$ cat config.mk
export PLATFORM = sky130hd
export DESIGN_NAME = timing_sequencer
export DESIGN_NICKNAME = d
export VERILOG_FILES = /design/src/rtl/timing_sequencer.sv
export SDC_FILE = /design/constraint.sdc
export NUM_CORES = 1
export LEC_CHECK = 0
export CAP_MARGIN = 20
export CORE_MARGIN = 2
export CORE_UTILIZATION = 30
export DETAILED_ROUTE_END_ITERATION = 10
export DONT_BUFFER_PORTS = 1
export MAX_ROUTING_LAYER = met4
export PLACE_DENSITY = 0.45
export REMOVE_ABC_BUFFERS = 1
export SLEW_MARGIN = 20
export SYNTH_ARGS = -nofsm -noshare
export SYNTH_HDL_FRONTEND = slang
export SYNTH_SLANG_ARGS = --single-unit
$ cat constraint.sdc
create_clock -name clk -period 3.4 [get_ports clk]
set_input_delay 1.02 -clock clk [delete_from_list [all_inputs] [get_ports clk]]
set_output_delay 1.02 -clock clk [all_outputs]
set_load 0.05 [all_outputs]
$ cat src/rtl/timing_sequencer.sv
// ---------------------------------------------------------------------------
// timing_sequencer
//   Sequence counter / timing controller for the control unit. Produces the
//   3-bit timing count that selects the T-state decoder, the gated one-hot
//   T0..T7 vector, a one-cycle instruction-retired pulse and a retired
//   instruction counter. Supports start/halt, early end-of-instruction clear
//   (sc_clr) and memory wait stalls (mem_wait).
//
//   Build option: define SINGLE_STEP_EN to add the `step` input. A step
//   pulse in IDLE runs exactly one instruction and then returns to IDLE.
// ---------------------------------------------------------------------------
module timing_sequencer #(
   parameter int unsigned T_LAST = 7,   // last legal timing state (1..7)
   parameter int unsigned CNT_W  = 16   // width of instr_cnt
) (
   input  logic             clk,
   input  logic             rst,
   input  logic             start,
   input  logic             halt_req,
   input  logic             sc_clr,
   input  logic             mem_wait,
`ifdef SINGLE_STEP_EN
   input  logic             step,
`endif
   output logic [2:0]       tcounts,
   output logic [7:0]       T,
   output logic             running,
   output logic             instr_done,
   output logic [CNT_W-1:0] instr_cnt
);

   typedef enum logic [1:0] {
      IDLE = 2'd0,
      RUN  = 2'd1,
      WAIT = 2'd2
   } state_t;

   localparam logic [2:0] T_LAST_C = 3'(T_LAST);

   state_t     state, state_nxt;
   logic [2:0] tcounts_nxt;
   logic       halt_pend, halt_pend_nxt;
   logic       retire;

   // Next-state logic: launch from IDLE, advance/stall/retire in RUN, hold in WAIT.
   always_comb begin
      // NOTE: every signal driven here gets a default first so no path leaves
      // it unassigned, which would otherwise infer a latch.
      state_nxt     = state;
      tcounts_nxt   = tcounts;
      halt_pend_nxt = halt_pend;
      retire        = 1'b0;

      unique case (state)
         IDLE: begin
            tcounts_nxt = 3'd0;
            if (start) begin
               // start wins over a same-cycle halt_req, which then becomes a
               // pending halt so exactly one instruction executes.
               state_nxt     = RUN;
               halt_pend_nxt = halt_req;
            end
`ifdef SINGLE_STEP_EN
            else if (step) begin
               state_nxt     = RUN;
               halt_pend_nxt = 1'b1;
            end
`endif
         end

         RUN: begin
            if (halt_req) halt_pend_nxt = 1'b1;

            if (sc_clr)                   retire      = 1'b1;
            else if (mem_wait)            state_nxt   = WAIT;
            else if (tcounts == T_LAST_C) retire      = 1'b1;
            else                          tcounts_nxt = tcounts + 3'd1;

            if (retire) begin
               tcounts_nxt = 3'd0;
               // A halt requested on the retire edge itself takes effect now.
               if (halt_pend || halt_req) begin
                  state_nxt     = IDLE;
                  halt_pend_nxt = 1'b0;
               end
            end
         end

         WAIT: begin
            // Count frozen and sc_clr ignored while memory is not ready.
            if (halt_req)  halt_pend_nxt = 1'b1;
            if (!mem_wait) state_nxt     = RUN;
         end

         default: begin
            state_nxt     = IDLE;
            tcounts_nxt   = 3'd0;
            halt_pend_nxt = 1'b0;
         end
      endcase
   end

   // State register, timing count, retire pulse and retired-instruction counter.
   always_ff @(posedge clk or posedge rst) begin
      if (rst) begin
         state      <= IDLE;
         tcounts    <= 3'd0;
         halt_pend  <= 1'b0;
         instr_done <= 1'b0;
         instr_cnt  <= '0;
      end else begin
         // NOTE: sequential state uses non-blocking assignments so every
         // register samples the pre-edge values of the others.
         state      <= state_nxt;
         tcounts    <= tcounts_nxt;
         halt_pend  <= halt_pend_nxt;
         instr_done <= retire;
         if (retire) instr_cnt <= instr_cnt + CNT_W'(1);
      end
   end

   // Gated T-state decoder: one-hot from tcounts while running, zero otherwise.
   always_comb begin
      running = (state != IDLE);
      T       = running ? (8'b1 << tcounts) : 8'h00;
   end

endmodule

Word-level counts from Yosys, hierarchy flattened
Cells that the tools add are included.
- add/sub/neg operators: 2
- $mul: 0
- divide/modulo/power cells: 0
- magnitude comparators: 0
- equality and inequality tests: 8
- shift-type cells: 1
- muxes and demuxes: 23
- bitwise logic cells: 1
- reduce and logical (&&, ||, !) cells: 5
- operators with widths (cell ; count):
    adder 16 x 1 -> 16 bit, second input constant ; 1
    two-way mux 2 bit ; 6
    two-way mux 3 bit ; 4
    two-way mux 1 bit ; 9
    != test 3 bit, second input constant ; 3
    two-way mux 8 bit ; 1
    left shift 1 x 3 -> 8 bit, first input constant ; 1
    case mux 2 bit (3 select lines) ; 1
    case mux 3 bit (2 select lines) ; 1
    != test 2 bit, second input constant ; 2
    AND reduction 4 bit ; 1
    adder 3 x 1 -> 3 bit, second input constant ; 1
    equality test 3 bit, second input constant ; 1
    case mux 1 bit (3 select lines) ; 1
    equality test 2 x 1 -> 1 bit, second input constant ; 1
    equality test 2 bit, second input constant ; 1
    zero test 2 bit ; 1
    AND reduction 2 bit ; 1
    nonzero test 2 bit ; 1
    logical OR 1 bit ; 1
    inverter 1 bit ; 1
- flip-flop bits (word level): 23
- bits in latches: 0
- memory bits (writable): 0
- memory bits (read-only): 0
- input bits: 6
- output and inout port bits: 29
- logic and storage cells: 45
- memories: 0

Depth between registers and ports, before layout
- word-level depth: 7
- gate-level depth with buffers: 6

Worst setup path before layout
Ideal clock, no wire load.
- path kind: flip-flop to output port
- start point: reg state[0]
- end point: out T[0]
- data arrival time: 1.634 ns
- data required time: 2.380 ns
- slack: 0.746 ns
- cell stages (with the launch flop): 4
- cells stage by stage: dfrtp_1 -> or2_2 -> clkbuf_1 -> and3_1
- cells in the longest elaborated chain, start to end: 2
- ends and longest elaborated chain (element ; RTL line ; text):
    start, declared ; 40 ; state_t state, state_nxt;
    start signal, assigned ; 114 ; state <= state_nxt;
    nonzero test 2 bit ; 124 ; running = (state != IDLE);
    via running ; 27 ; output logic running,
    two-way mux 8 bit ; 125 ; T = running ? (8'b1 << tcounts) : 8'h00;
    end, declared ; 26 ; output logic [7:0] T,
The timed path passes the listed nets, and every way through them passes these cells.

Worst setup path in the final report
- start point: reg tcounts[1]
- end point: out T[7]
- cells in the longest elaborated chain, start to end: 2
- ends and longest elaborated chain (element ; RTL line ; text):
    start, declared ; 25 ; output logic [2:0] tcounts,
    start signal, assigned ; 115 ; tcounts <= tcounts_nxt;
    left shift 1 x 3 -> 8 bit ; 125 ;
    two-way mux 8 bit ; 125 ;
No other way between the ends.

==> results <==
- The worst setup path is captured at an output port.
- The setup TNS after final layout is 0 ps.
- The net switching power is 0.000449 W.
- The number of global-route vias before repair is ~700.
- The setup slack of the most critical reg-to-reg path is 1060 ps.
- The remaining global-route overflow is 0.
- The yosys synthesis warning count is 0.
- Cells fill 33.5% of the core in the end.
- The root buffer cell chosen for the clock tree is clkbuf_8.
- The per-cell routed wire length is 13.4 µm.
- The standard-cell row count is 23.
- The sequential share of power is 56.8%.
- Entering global routing, the biggest net connects 24 pins.
- The post-detailed-route count of antenna-violating nets is 0.
- The total area of sequential cells is about 580 µm².
- The library cell used most frequently in the layout, excluding fill and tap cells, is dfrtp_1.
- The cell leakage power is 0.588 nW.
- The total routing resource utilization after global routing is 9.75%.
- Once placement completed, the tool counted placed cells totaling about 150.
- Combinational cells account for ~26% of the total power.
- The final hold violation count is 0.
- The number of nets in the finished design is roughly 120.
- Setup repair after global routing left no endpoint under its margin.
- Using the TritonRoute via totals, the vias-per-cell ratio works out to 4.87.
- The number of clock buffers added by TritonCTS is 3.
- The routed design could run at a clock period as short as 3000 ps.
- For the worst-skew pair, the clock arrives at the later sink with an insertion delay of 260 ps.
- The cts-stage hold buffer count is 0.
- The total vias in the final route is just under 800.
- The total DRC errors in the routed layout is 0.
- The estimated wirelength of the detail-placed design is about 1.6 mm.
- The flow ran to the end, and the final reports show no timing, DRC or antenna violations.
- Once placement finished, the instance area stood at 1280 µm².
- After synthesis, the mean cell area works out to 11.6 µm².
- For the worst setup path, the data required time is 2380 ps.
- The maximum clock skew at final layout is roughly 1.1 ps.
- The number of gates resized after CTS is 0.
- The cell count after synthesis is approximately 110.
- The final worst-path cycle share is between 80% and 90%.
- The top-level I/O count is 35.
- In the final layout, the multi-input gates occupy 609 µm².
- The worst register-to-register path begins at tcounts[1].
- The endpoint of the lowest-slack register-to-register path is instr_cnt[8].
- CTS built an H-tree with a depth of 1.
- The share of final-layout standard cells stronger than drive strength 1 is 12.0%.
- The origin of the worst setup path is tcounts[1].
- The capture point of the worst path is T[7].
- At the pin with the least slew margin, the transition time is 852 ps.
- VDD sags by at most approximately 0.00019 V.
- The critical path is of the flip-flop to output port type.
- Excluding fillers, the count of instances in the completed layout stands at roughly 160.
- The internal power consumption is 0.000480 W.
- For this design the ratio of total power to cell area is ~700 nW/µm².
- The final instance area is approximately 1300 µm².
- The cell area after synthesis is around 1200 µm².
- The count of state elements after synthesis is 23.
- The maximum clock insertion buffer count is 2.
- The number of pins with negative max-slew slack in the final report came to 0.
- The total setup violations reported at the end of the flow is 0.
- The share of synthesized area occupied by flip-flops and latches is 47.2%.
- The initial antenna violation count is 0.
- The total wire length after detailed routing is about 2.1 mm.
- The total iterations of the first detailed-routing run is 2.
- During placement, the flow inserted port buffers numbering 0.
- The total area inside the core boundary comes to roughly 3900 µm².
- The highest clock rate is 334 MHz.
- The clock tree from TritonCTS is done.
- In this run, the clock network consumes 17.7% of the power.
- The worst max-slew margin expressed relative to the limit is 43.1%.
- The proportion of total power due to net switching is 48.3%.
- The classification of the worst-slack hold path is flip-flop to flip-flop.
- The sink count of the clock tree is 23.
- Buffers added to address setup during post-CTS repair amount to 0.
- The wire length of the first global-routing pass is approximately 3.3 mm.
- The initial core utilization is 30.9%.
- Measured along the x axis, the die boundary spans between 60 and 70 µm.
- In this run the vertical extent of the chip is 67.7 µm.
- The repair_antennas step left the layout with diodes totalling 0.
- Summing internal, switching and leakage power gives 0.000929 W.
- The worst register-to-register path has a depth of 6.
- The max capacitance violation total is 0.
- In the layout the commonest cells are dfrtp_1, xnor2_1, inv_1, and3_1, ha_1.
- The die footprint is between 4000 and 5000 µm².
- The global placer's final weighted congestion is 0.746.
- STA classifies the critical path startpoint as a flip-flop.
- The netlist uses 32 different library cells.
- Of all nets on the critical path, the largest fanout is 5.
- Relative to the synthesized area, the layout overhead comes to 8.52%.
- The layout has slightly below 400 filler cells.
- The DRC marker count from the first detailed-route iteration is 15.
- Clock-pin slew was measured on the worst setup and hold paths at 80 ps.
- Data on the critical path arrives at its endpoint at 1980 ps.
==> worst max-delay path, cell delays in order, from the launching register on <==
cell and delay (ps):
dfrtp_1 690, ha_1 290, ha_1 270, and2_1 470
==> per-stage QoR <==
step,setup WS (ps),hold slack [ps]
detailed placement,689,520
global route,296,554
finish,404,529
floorplan,774,474
CTS,394,532
global placement,705,511
==> worst min-delay path by stage <==
stage,from,endpoint,slack (ps),cells past startpoint
floorplan,state[1],state[0],470,1
global placement,state[1],state[0],510,1
detailed placement,state[1],state[0],520,1
CTS,state[1],state[0],530,1
global route,state[1],state[0],550,1
finish,state[1],state[0],530,1
==> cell families (layout without fill, tap and decap cells) <==
logic type,Yosys count,after routing,synth area share (%)
buffers and inverters,9,12,2.77
AOI/OAI and AO/OA,12,12,10.4
adders and majority gates,7,7,7.19
muxes,3,3,2.77
and+or+nand+nor,36,36,18.9
DFF,23,23,47.2
xor gates and xnor gates,15,15,10.8
==> sequential cells by signal, summed over array words and instances (netlist names) <==
signal / flops
state: 2
instr_cnt: 16
instr_done: 1
tcounts: 3
halt_pend: 1
==> synthesized netlist by cell type <==
library cell | count | share of area, %
xnor2_1 | 13 | 9.3
a22o_1 | 2 | 1.4
a21oi_1 | 1 | 0.41
a2111oi_4 | 2 | 4.5
xor2_1 | 2 | 1.4
a31oi_1 | 1 | 0.51
o21a_1 | 1 | 0.62
nand2b_4 | 1 | 1.1
and3_1 | 7 | 3.6
nand2_1 | 6 | 1.8
inv_2 | 1 | 0.31
o22ai_1 | 3 | 1.5
a21oi_2 | 1 | 0.72
and2_1 | 3 | 1.5
ha_1 | 7 | 7.2
nand2b_1 | 1 | 0.51
inv_1 | 7 | 2.2
nand3b_1 | 1 | 0.62
nor2b_1 | 2 | 1.0
dfrtp_1 | 23 | 47
nand3_1 | 4 | 1.6
nand4_4 | 1 | 1.7
nor4_1 | 1 | 0.51
and4_1 | 1 | 0.72
nand4_1 | 5 | 2.6
and3_2 | 1 | 0.62
or2_2 | 1 | 0.51
a21o_1 | 1 | 0.62
clkbuf_1 | 1 | 0.31
mux2_2 | 2 | 1.8
nor2_1 | 1 | 0.31
mux2_1 | 1 | 0.92
==> power by group through the flow <==
stage               registers [W]  logic, W  clock network, W
floorplan                0.000518  0.000209                 0
global placement         0.000535  0.000235                 0
detailed placement       0.000534  0.000240                 0
CTS                      0.000530  0.000240          0.000174
global route             0.000539  0.000258          0.000186
finish                   0.000528  0.000237          0.000165
==> final cells by class <==
type                       count  share of cell area (%)
inverter                       8                    2.27
sequential                    23                    43.5
multi-input combinational     73                    46.1
clock buffer                   4                    3.41
tap                           50                    4.73
==> metal layers <==
| metal | global-route usage [%] | part of all wire (%) | up-vias |
|---|---|---|---|
| met3 | 3.00 | 8.7 | 4 |
| li1 | - | - | 374 |
| met4 | 4.08 | 0.99 | 0 |
| met5 | - | 0 | - |
| met2 | 14.3 | 47 | 29 |
| met1 | 12.4 | 43 | 363 |
Note: power is estimated with default switching activity, not from simulation.
